## src/rtl/uart_pkg.sv

```systemverilog
// Shared UART definitions: receiver FSM states, frame width and baud divisor helper.
package uart_pkg;

    localparam int unsigned DATA_BITS = 8;

    typedef enum logic [2:0] {
        IDLE,
        START,
        DATA,
        STOP,
        BREAK
    } rx_state_t;

    // Integer clocks per bit; also used by uart_tx so both ends agree on timing.
    function automatic int unsigned clks_per_bit(input int unsigned freq, input int unsigned baud);
        return freq / baud;
    endfunction

endpackage

```

## src/rtl/uart_rx_if.sv

```systemverilog
// Receive-side result bus: byte, strobes and busy flag from uart_rx to its consumer.
interface uart_rx_if;
    import uart_pkg::*;

    logic [DATA_BITS-1:0] rx_data_out;
    logic                 rx_valid;
    logic                 rx_framing_error;
    logic                 rx_busy;

    modport master (
        output rx_data_out,
        output rx_valid,
        output rx_framing_error,
        output rx_busy
    );

    modport slave (
        input rx_data_out,
        input rx_valid,
        input rx_framing_error,
        input rx_busy
    );
endinterface

```

## src/rtl/uart_sync2.sv

```systemverilog
// Two-flop synchronizer for an asynchronous input pin with a selectable reset level.
module uart_sync2 #(
    parameter logic RESET_VAL = 1'b1
) (
    input  logic clock,
    input  logic reset,
    input  logic async_in,
    output logic sync_out
);
    logic meta_q;

    always_ff @(posedge clock) begin
        if (reset) begin
            meta_q   <= RESET_VAL;
            sync_out <= RESET_VAL;
        end else begin
            meta_q   <= async_in;
            sync_out <= meta_q;
        end
    end
endmodule

```

## src/rtl/uart_rx.sv

```systemverilog
// 8N1 UART receiver: synchronizes serial_rx, samples each bit at mid-bit, strobes byte or framing error.
module uart_rx
    import uart_pkg::*;
#(
    parameter int unsigned CLOCK_FREQUENCY = 50000000,
    parameter int unsigned BAUD_RATE       = 9600
) (
    input  logic      clock,
    input  logic      reset,
    input  logic      serial_rx,
    uart_rx_if.master rx_bus
);
    localparam int unsigned CLKS_PER_BIT = clks_per_bit(CLOCK_FREQUENCY, BAUD_RATE);
    localparam int unsigned HALF_BIT     = CLKS_PER_BIT / 2;
    localparam int unsigned CNT_W        = $clog2(CLKS_PER_BIT);
    localparam int unsigned IDX_W        = $clog2(DATA_BITS);

    generate
        if (CLKS_PER_BIT < 4) begin : g_bad_rate
            $error("uart_rx: CLOCK_FREQUENCY/BAUD_RATE must give at least 4 clocks per bit");
        end
    endgenerate

    rx_state_t            state_q;
    logic [CNT_W-1:0]     cnt_q;
    logic [IDX_W-1:0]     idx_q;
    logic [DATA_BITS-1:0] shift_q;
    logic [DATA_BITS-1:0] data_q;
    logic                 valid_q;
    logic                 ferr_q;
    logic                 busy_q;
    logic                 rx_s;

    // Synchronizer resets to idle-high so reset release cannot look like a start edge.
    uart_sync2 #(.RESET_VAL(1'b1)) u_sync (
        .clock    (clock),
        .reset    (reset),
        .async_in (serial_rx),
        .sync_out (rx_s)
    );

    always_ff @(posedge clock) begin
        if (reset) begin
            state_q <= IDLE;
            cnt_q   <= '0;
            idx_q   <= '0;
            shift_q <= '0;
            data_q  <= '0;
            valid_q <= 1'b0;
            ferr_q  <= 1'b0;
            busy_q  <= 1'b0;
        end else begin
            valid_q <= 1'b0;
            ferr_q  <= 1'b0;
            case (state_q)
                IDLE: begin
                    if (!rx_s) begin
                        state_q <= START;
                        cnt_q   <= '0;
                        busy_q  <= 1'b1;
                    end
                end
                START: begin
                    // Re-check the line at mid start bit to reject short glitches.
                    if (cnt_q == CNT_W'(HALF_BIT - 1)) begin
                        cnt_q <= '0;
                        idx_q <= '0;
                        if (!rx_s) begin
                            state_q <= DATA;
                        end else begin
                            state_q <= IDLE;
                            busy_q  <= 1'b0;
                        end
                    end else begin
                        cnt_q <= cnt_q + CNT_W'(1);
                    end
                end
                DATA: begin
                    if (cnt_q == CNT_W'(CLKS_PER_BIT - 1)) begin
                        cnt_q   <= '0;
                        shift_q <= {rx_s, shift_q[DATA_BITS-1:1]};
                        if (idx_q == IDX_W'(DATA_BITS - 1)) begin
                            state_q <= STOP;
                        end else begin
                            idx_q <= idx_q + IDX_W'(1);
                        end
                    end else begin
                        cnt_q <= cnt_q + CNT_W'(1);
                    end
                end
                STOP: begin
                    // Leaving at mid stop bit lets an immediately following start edge resync.
                    if (cnt_q == CNT_W'(CLKS_PER_BIT - 1)) begin
                        cnt_q <= '0;
                        if (rx_s) begin
                            data_q  <= shift_q;
                            valid_q <= 1'b1;
                            state_q <= IDLE;
                            busy_q  <= 1'b0;
                        end else begin
                            ferr_q  <= 1'b1;
                            state_q <= BREAK;
                        end
                    end else begin
                        cnt_q <= cnt_q + CNT_W'(1);
                    end
                end
                BREAK: begin
                    if (rx_s) begin
                        state_q <= IDLE;
                        busy_q  <= 1'b0;
                    end
                end
                default: begin
                    state_q <= IDLE;
                    busy_q  <= 1'b0;
                end
            endcase
        end
    end

    assign rx_bus.rx_data_out      = data_q;
    assign rx_bus.rx_valid         = valid_q;
    assign rx_bus.rx_framing_error = ferr_q;
    assign rx_bus.rx_busy          = busy_q;
endmodule

```

## src/flat_wrapper.sv

```systemverilog
// flat-port wrapper written by rule: the top's interface ports become plain ports
module uart_rx_flat import uart_pkg::*;
#(
    parameter int unsigned CLOCK_FREQUENCY = 50000000,
    parameter int unsigned BAUD_RATE       = 9600
)
  (clock, reset, serial_rx, rx_bus_rx_data_out, rx_bus_rx_valid, rx_bus_rx_framing_error, rx_bus_rx_busy);
  uart_rx_if rx_bus_i ();
  input  logic clock;
  input  logic reset;
  input  logic serial_rx;
  output wire logic [$bits(rx_bus_i.rx_data_out)-1:0] rx_bus_rx_data_out;
  output wire logic [$bits(rx_bus_i.rx_valid)-1:0] rx_bus_rx_valid;
  output wire logic [$bits(rx_bus_i.rx_framing_error)-1:0] rx_bus_rx_framing_error;
  output wire logic [$bits(rx_bus_i.rx_busy)-1:0] rx_bus_rx_busy;
  assign rx_bus_rx_data_out = rx_bus_i.rx_data_out;
  assign rx_bus_rx_valid = rx_bus_i.rx_valid;
  assign rx_bus_rx_framing_error = rx_bus_i.rx_framing_error;
  assign rx_bus_rx_busy = rx_bus_i.rx_busy;
  uart_rx #(.CLOCK_FREQUENCY(CLOCK_FREQUENCY), .BAUD_RATE(BAUD_RATE)) u_core (.clock(clock), .reset(reset), .serial_rx(serial_rx), .rx_bus(rx_bus_i));
endmodule
```

## config.mk

```make
export PLATFORM = sky130hd
export DESIGN_NAME = uart_rx_flat
export DESIGN_NICKNAME = d
export VERILOG_FILES = /design/src/rtl/uart_pkg.sv /design/src/rtl/uart_rx_if.sv /design/src/rtl/uart_sync2.sv /design/src/rtl/uart_rx.sv /design/src/flat_wrapper.sv
export SDC_FILE = /design/constraint.sdc
export NUM_CORES = 1
export LEC_CHECK = 0
export ABC_AREA = 1
export BUFFER_PORTS_ARGS = -buffer_cell sky130_fd_sc_hd__buf_2
export CORE_MARGIN = 2
export CORE_UTILIZATION = 60
export CTS_BUF_LIST = sky130_fd_sc_hd__clkbuf_8
export DETAILED_ROUTE_END_ITERATION = 6
export GPL_TIMING_DRIVEN = 0
export PLACE_DENSITY = 0.88
export SYNTH_ARGS = -nofsm -noshare
export SYNTH_HDL_FRONTEND = slang
export SYNTH_SLANG_ARGS = --single-unit
```

## constraint.sdc

```tcl
create_clock -name clock -period 3.61 [get_ports clock]
set_input_delay 0.1805 -clock clock [delete_from_list [all_inputs] [get_ports clock]]
set_output_delay 0.1805 -clock clock [all_outputs]
set_load 0.05 [all_outputs]
```

# Yosys cells after proc, flatten, opt, wreduce, memory -nomap -nowiden
# Cells that the tools add are included.
# Widths: inputs -> output; s select.
totals:
  mem_bits_rw: 0
  mem_count: 0
  wordCells: 64
  rom_bits: 0
  register_bits: 40
  output_inout_bits: 11
  latch_bits: 0
  inputBits: 3
classes:
  n_bitwise: 3
  mul: 0
  shift: 0
  eq_ne: 14
  magnitude_cmp: 0
  addsub: 2
  div: 0
  n_mux: 24
  n_reduce_logical: 11
ops:
  columns: ["operator", "n"]
  rows:
  - ["$mux 13", 3]
  - ["$pmux 13 s3", 1]
  - ["$mux 3", 10]
  - ["$pmux 3 s5", 1]
  - ["$add 13x1->13 const B", 1]
  - ["$eq 13x12->1 const B", 1]
  - ["$eq 13x13->1 const B", 1]
  - ["$ne 2x1->1 const B", 4]
  - ["$reduce_and 4->1", 2]
  - ["$eq 3x2->1 const B", 2]
  - ["$eq 3x3->1 const B", 2]
  - ["$mux 1", 6]
  - ["$ne 2x2->1 const B", 3]
  - ["$pmux 3 s2", 1]
  - ["$reduce_and 6->1", 1]
  - ["$pmux 1 s5", 1]
  - ["$reduce_and 2->1", 2]
  - ["$add 3x1->3 const B", 1]
  - ["$eq 3x1->1 const B", 1]
  - ["$logic_not 3->1", 1]
  - ["$not 1->1", 3]
  - ["$reduce_and 3->1", 1]
  - ["$reduce_bool 3->1", 1]
  - ["$reduce_or 3->1", 1]
  - ["3 further kinds", 3]

# Logic depth before layout (Yosys ltp)
# Gate-level depths: netlist of the first run.
depth:
  word_depth: 4
  ltp_mapped: 10
  mapped_depth_nobuf: 10

# Hierarchy
# A second synthesis of the first run with hierarchy kept.
hier_totals:
  hier_cells: 274
  hier_area_um2: 1941.9
by_module_without_submodules:
  columns: ["module", "seq_area_each_um2", "cells_each", "area_each_um2", "instances"]
  rows:
  - ["uart_rx", 760.7, 267, 1883.1, 1]
  - ["uart_sync2", 40.0, 7, 58.8, 1]

# Least setup slack after synthesis of the first run
# OpenSTA, ideal clock, no wires.
synth_timing:
  path_kind: "register to register"
  startpoint: "reg u_core.cnt_q[0]"
  endpoint: "reg u_core.data_q[0], in the netlist u_core.rx_bus.rx_data_out[0]"
  setup_ps: 114
  t_arrival_ps: 1303
  t_required_ps: 3496
  stages_incl_launch_ff: 9
  path_buffers: 0
  synth_period_minus_slack_ps: 1417
  slack_ps: 2193
  cell_sequence: "dfxtp_1 -> ha_1 -> nand2_1 -> nor2_2 -> nand3_1 -> nor2_1 -> nand2_1 -> nor2_1 -> nor2_1"
synth_between:
  elab_chain_cells: 2
synth_rtl:
  columns: ["item", "line", "text"]
  rows:
  - ["start: declaration", "uart_rx.sv:25", "logic [CNT_W-1:0] cnt_q;"]
  - ["start signal: assignment", "uart_rx.sv:75", "cnt_q <= cnt_q + CNT_W'(1);"]
  - ["start signal: assignment", "uart_rx.sv:88", "cnt_q <= cnt_q + CNT_W'(1);"]
  - ["start signal: assignment", "uart_rx.sv:105", "cnt_q <= cnt_q + CNT_W'(1);"]
  - ["$eq 13x13->1", "uart_rx.sv:93", "if (cnt_q == CNT_W'(CLKS_PER_BIT - 1)) begin"]
  - ["$reduce_and 3->1 (no source line)", null, null]
  - ["end signal: assignment", "uart_rx.sv:96", "data_q <= shift_q;"]
  - ["end: declaration", "uart_rx.sv:28", "logic [DATA_BITS-1:0] data_q;"]
# No other way between the ends.
# A chain may end at the register's enable or synchronous reset.

# Worst setup path after layout of the first run
layout_timing:
  startpoint: "reg u_core.cnt_q[0]"
  endpoint: "reg u_core.data_q[3], in the netlist u_core.rx_bus.rx_data_out[3]"
# The elaborated chain is that of the path after synthesis.

==> impl_results.md, run 1 <==
- Most common cell after layout, fill and taps aside: nand2_1
- FF+latch count, synth: 40
- CP max stage cell: dfxtp_1
- CP Launch Type: flop
- RD Place Congestion: 0.938
- Syn nets: 299
- Setup tns final: 0 ns
- CP delay by family, top: simple AND/OR/NAND/NOR gates
- Reg clk slew, reported paths: ~0.080 ns
- Crit-path cells: ha_1 -> nand2_1 -> nor2_2 -> nand3_1 -> nor2_1 -> nand2_1 -> nor2_1 -> nor2_1
- Crit-path most repeated cell: nor2_1
- First DRT Iteration DRCs: 82
- Most frequent cells in the layout: nand2_1, nor2_1, dfxtp_1
- Cts repair resizes: 0
- VDD IR-drop max: between 0.4 and 0.5 mV
- # rows: 20
- Total CTS buffers: 5
- Synth warn: 0
- Detailed Routing Iterations Pass 1: 4
- # nets final: 318
- Hold buffer count at cts: 0
- Fmax: between 500 and 600 MHz
- Die area: 3730 sq um
- H-tree depth: 2
- Kind of critical path: flop to flop
- Post-detail-place hpwl: 2.98 mm
- Worst EP arrival: 1.89 ns
- CTS sink cnt: 40
- Worst Path Max Fanout: 9
- Clock root buffer: clkbuf_8
- Worst-Skew Late Latency: approximately 0.30 ns
- Drt drc: 0
- Buf/Inv on CP: 0
- Lkg Pwr: 1.06 nW
- Max Cap Viol: 0
- Die Y: 61.1 um
- Vias in the first global route: 1,542
- Total gr overflow: 0
- Post-route ant nets: 0
- CTS tree: built
- Total GRT Usage: approximately a quarter
- Final count of negative-setup-slack endpoints: 0
- Syn Inst Count: around 290
- Vias after detailed routing: 1,846
- PwrDens: 651 nW/um^2
- Deepest clock path buffer count: 2
- Avg WL per Cell: 11.6 um
- Vias/cell: 5.17
- CORE AREA: between 3000 and 4000 sq um
- Final non-filler cell total: 357
- Slew margin rel.: 73.3%
- Die width: 61.1 um
- Initial Util: 63.6%
- Max stage delay on crit path: 0.37 ns
- Hold crit path type: primary input to flop
- Buffers on Ports: 12
- Filler instances: 295
- Final Max Tran Viols: 0
- Synthesized area: 1960 sq um
- Slew @ Worst Pin: 0.399 ns
- Largest net degree at the start of global routing: 13
- First-pass GRT wire length: 6.65 mm
- Detailed Route WL: 4.13 mm
- Final hold viol count: 0
- IO Pins: 14
- Status: finished clean
- Diode count: 0
- RSZ-0062 raised after global routing: false
- Critical path required time: 3.80 ns
- Synth-to-layout area growth: 11.4%
- Layout cells sized above 1: roughly 16%
- Register area share after synthesis: 40.9%
- Crit. End Element: flop
- Clock skew: 0.00515 ns
- Period minus WS final: between 1.5 and 2 ns
- Antenna violations before repair: 0
- Distinct cells, synth: 23
- Post-CTS Setup Bufs: 0
- Post-Place Cells: 349
- Synth Area per Inst: 6.68 sq um
- Final worst-path cycle share: between 40% and 50%
layout make-up:
class | count | area (sq um) | area share (%)
Multi-Input combinational cell | 212 | 1000 | 45.9
Sequential cell | 40 | 801 | 36.7
Inverter | 37 | 139 | 6.37
Clock buffer | 5 | 68.8 | 3.16
Timing Repair Buffer | 12 | 60.1 | 2.76
Tap cell | 44 | 55.1 | 2.53
Clock inverter | 3 | 38.8 | 1.78
Buffer | 4 | 16.3 | 0.746
state kept, by name (all words and copies together), names as in the netlist:
register,count
u_core.cnt_q,13
u_core.rx_bus.rx_data_out,8
u_core.shift_q,8
u_core.idx_q,3
u_core.state_q,3
u_core.rx_bus.rx_busy,1
u_core.rx_bus.rx_framing_error,1
u_core.rx_bus.rx_valid,1
u_core.u_sync.meta_q,1
u_core.u_sync.sync_out,1
metrics by stage:
step | utilization [%] | cell area, sq um | hold WS [ns] | power, mW | worst slack, ns
5_1_grt | 70.8 | 2180 | 0.0622 | 1.52 | 1.73
6_report | 70.8 | 2180 | 0.0649 | 1.42 | 1.91
2_1_floorplan | - | 1960 | 0.284 | 0.955 | 2.19
3_3_place_gp | 67.3 | 2070 | 0.365 | 1.05 | 1.97
3_5_place_dp | 67.3 | 2070 | 0.366 | 1.06 | 1.91
4_1_cts | 70.8 | 2180 | 0.0579 | 1.42 | 1.90
where the power goes:
part	total, mW	internal [mW]	switching [mW]
Combinational	0.537	0.162	0.375
Sequential	0.525	0.484	0.0405
Clock	0.356	0.202	0.154
Total	1.42	0.848	0.570
cells in the mapped netlist, drive strengths merged:
cell,instances,area [sq um]
buf,1,5.00
inv,37,139
nand2,73,289
dfxtp,40,801
or2,2,12.5
ha,3,37.5
nand3,19,115
o211ai,1,7.51
xor2,2,17.5
clkbuf,3,11.3
a21oi,7,35.0
nor2,66,268
nand4,6,37.5
o21ai,28,140
nor3,5,41.3
routing by layer:
layer,share of wire [%],track usage [%],wire [um],vias to the layer above
met3,4.5,6.51,185,7
li1,-,-,-,958
met5,0,0,0,-
met2,46,36.8,1880,46
met1,48,33.1,1980,835
met4,2.0,8.70,81,0
final timing paths:
kind | startpoint | to | slack (ns) | depth (start not counted)
min reg2reg | u_core.u_sync.meta_q | u_core.u_sync.sync_out | 0.41 | 1
max | u_core.cnt_q[0] | u_core.rx_bus.rx_data_out[3] | 1.91 | 8
min | serial_rx | u_core.u_sync.meta_q | 0.06 | 2
max reg2reg | u_core.cnt_q[0] | u_core.rx_bus.rx_data_out[3] | 1.91 | 8
cell families (layout without fill, tap and decap cells):
family / count (synthesis) / after routing / share of synthesized area, %
simple gates: 171 / 171 / 39.0
fa+ha+maj: 3 / 3 / 1.92
flops: 40 / 40 / 40.9
compound gates: 36 / 36 / 9.33
buf+inv: 41 / 61 / 7.93
xor+xnor: 2 / 2 / 0.895
No activity file was read; power rests on OpenSTA's default activity.
==> inputs of run 2 (changes only) <==
ABC_AREA = 0   (was 1)
PLACE_DENSITY = 0.89   (was 0.88)
clock period = 1.6 ns   (was 3.61 ns; I/O delays follow)
==> impl_results.md, run 2 <==
- Status: finished with violations
- Violated checks: setup timing
- # rows: 20
- Most common cell after layout, fill and taps aside: dfxtp_1
- Max Cap Viol: 0
- Switching power: between 0.4 and 0.5 mW
- Synth Area per Inst: 9.24 sq um
- Syn nets: 208
- Max stage delay on crit path: roughly 0.54 ns
- Worst Path Max Fanout: 8
- CP max stage cell: dfxtp_1
- Hold crit path type: primary input to flop
- Synth-to-layout area growth: 32.1%
- Die width: around 60 um
- CP delay by family, top: flip-flops
- R2r setup slk: -0.26 ns
- Antenna violations before repair: 0
- Leading area contributor after synthesis: dfxtp_1
- CTS tree: built
- Slew @ Worst Pin: 0.579 ns
- Post-Synth Simple-Gate Area: 25.0%
- Total Power: 1.94 mW
- Largest net degree at the start of global routing: 15
- M2 GR Usage: 41.8%
- Clock skew: 0.00722 ns
- Vias after detailed routing: approximately 1,700
- Deepest clock path buffer count: 2
- RD Place Congestion: 0.895
- Detailed Routing Iterations Pass 1: 4
- Register area share after synthesis: 42.9%
- CTS sink cnt: 40
- Max reg flops: 13
- Total CTS buffers: 5
- Flop pwr share: 51.2%
- Async SR Flop Fraction: 0%
- Met3 usage in global routing: 7.58%
- Layout cells sized above 1: 35.3%
- Buf/Inv on CP: 3
- Worst EP arrival: 2.07 ns
- Grt met1 use: 33.3%
- First DRT Iteration DRCs: 66
- CORE AREA: between 3000 and 4000 sq um
- Post-placement setup slack: -0.223 ns
- Die Y: 59.8 um
- Final worst-path cycle share: 116%
- Comb power frac: 4.9%
- Avg WL per Cell: 18.2 um
- Top post-synthesis cells by count: dfxtp_1, nor2_1, mux2i_1
- CP Depth: 8
- Vias in the first global route: 1,494
- Largest family of logic cells by synthesized area: simple AND/OR/NAND/NOR gates
- CP Launch Type: flop
- PwrDens: 786 nW/um^2
- H-tree depth: 2
- Kind of critical path: flop to flop
- Clock root buffer: clkbuf_8
- Post-route ant nets: 0
- Crit-path most repeated cell: buf_6
- Critical Path Start: u_core.cnt_q[8]
- Distinct cells, synth: 43
- Vias/cell: 6.32
- Post-synth top area share: 42.9%
- Reg with most FFs: u_core.cnt_q
- R2r worst-path depth: 8
- CP endpoint: u_core.cnt_q[2]
- Critical path required time: 1.81 ns
- Internal Power: 1.49 mW
- Detailed Route WL: 4.88 mm
- Drt drc: 0
- Synthesized area: between 1500 and 2000 sq um
- Slew margin rel.: approximately three fifths
- Worst r2r src: u_core.cnt_q[8]
- Synth Area in XOR/XNOR: approximately 1.9%
- Critical R2R Capture: u_core.cnt_q[2]
- Most frequent cells in the layout: dfxtp_1, nor2_1, mux2i_1
- FF+latch count, synth: 40
- Post-detail-place hpwl: 2.49 mm
- GR peak layer: met2
- Synth top area cells: dfxtp_1, mux2i_1, nor2_1, nand2_1, a21oi_1
- Lkg Pwr: 0.977 nW
- Total GRT Usage: 26.8%
- Final hold viol count: 0
- First-pass GRT wire length: 7.00 mm
- Syn Inst Count: 202
- Initial Util: 62.1%
- Diode count: 0
- Worst-Skew Late Latency: around 0.30 ns
- Post-Place Cells: 247
- Most frequent cell after synthesis: dfxtp_1
- Crit-path cells: nor2_1 -> and4_1 -> buf_6 -> o32ai_4 -> buf_6 -> buf_6 -> a21oi_2 -> a31oi_1
- Adder-cell area share of the yosys netlist: 2.01%
- Final Max Tran Viols: 0
- Buffers on Ports: 12
- Clock network power share: about 44%
- Crit. End Element: flop
- Multiplexer share of the synthesized area: 10.2%
- Final non-filler cell total: between 200 and 300
- VDD IR-drop max: 0.659 mV
- RSZ-0062 raised after global routing: true
- Post-synth EDFFs: 0
- Synth warn: 0
- Die area: 3570 sq um
- IO Pins: 14
- Fin worst setup slack: -0.255 ns
- Fmax: 539 MHz
- Switching Fraction: 23.2%
- Predominant post-synthesis flop cell: dfxtp_1
- Reg clk slew, reported paths: 0.08 ns
- Total gr overflow: 0
- Final count of negative-setup-slack endpoints: 35
- Period minus WS final: 1.86 ns
- # nets final: 240
- Compound-Gate Fraction of Synth Area: 14.2%
-- run 2: how the worst min path moves through the flow --
stage | startpoint | to | cells past startpoint
after floorplan | serial_rx | u_core.u_sync.meta_q | 1
after global placement | serial_rx | u_core.u_sync.meta_q | 2
after detailed placement | serial_rx | u_core.u_sync.meta_q | 2
after CTS | reset | u_core.rx_bus.rx_busy | 4
after global routing | reset | u_core.idx_q[2] | 3
final | reset | u_core.idx_q[2] | 3
-- run 2: metrics by stage --
step	util [%]	setup TNS, ns	area [sq um]	hold WS [ns]
finish	82.1	-5.55	2460	0.335
global route	82.1	-8.55	2460	0.352
CTS	75.3	-4.05	2260	0.308
detailed placement	66.6	-4.44	2000	0.266
global placement	66.6	-3.89	2000	0.262
floorplan	-	-0.354	1900	0.184
-- run 2: tightest hold or removal path, cell delays in order --
cell and delay (ns):
clkbuf_1 0.19, nand2b_1 0.20, mux2i_1 0.11
-- run 2: layout make-up --
cell class,count,area (sq um)
timing repair buffer,28,230
fill,167,538
tap,33,41.3
multi-input combinational,149,1180
clock inverter,3,46.3
sequential,40,838
buffer,10,61.3
clock buffer,5,68.8
-- run 2: cell families after synthesis --
logic type,Yosys count
muxes,19
and+or+nand+nor,88
adders and majority gates,3
buffers and inverters,13
AOI/OAI and AO/OA,35
xor gates and xnor gates,4
DFF,40
-- run 2: repair_timing --
item / CTS / global route
hold buffers: 1 / 0
setup endpoints to repair: 35 / 36
cloned: 2 / 0
buffers inserted: 9 / 6
gates resized for setup: 21 / 42
hold endpoints to repair: 1 / 0
pin swaps: 7 / 16
-- run 2: routing by layer --
layer / wire, um / part of all wire [%]
met2: 2430 / 50
met4: 142 / 2.9
met1: 2050 / 42
met3: 263 / 5.4
met5: 0 / 0
-- run 2: power by group through the flow --
stage	clock network, mW	logic [mW]	registers [mW]
after CTS	0.860	0.0763	1.00
final	0.850	0.0959	0.992
after global routing	0.900	0.102	0.993
after detailed placement	0	0.0692	1.03
after global placement	0	0.0680	1.03
after floorplan	0	0.0455	1.04
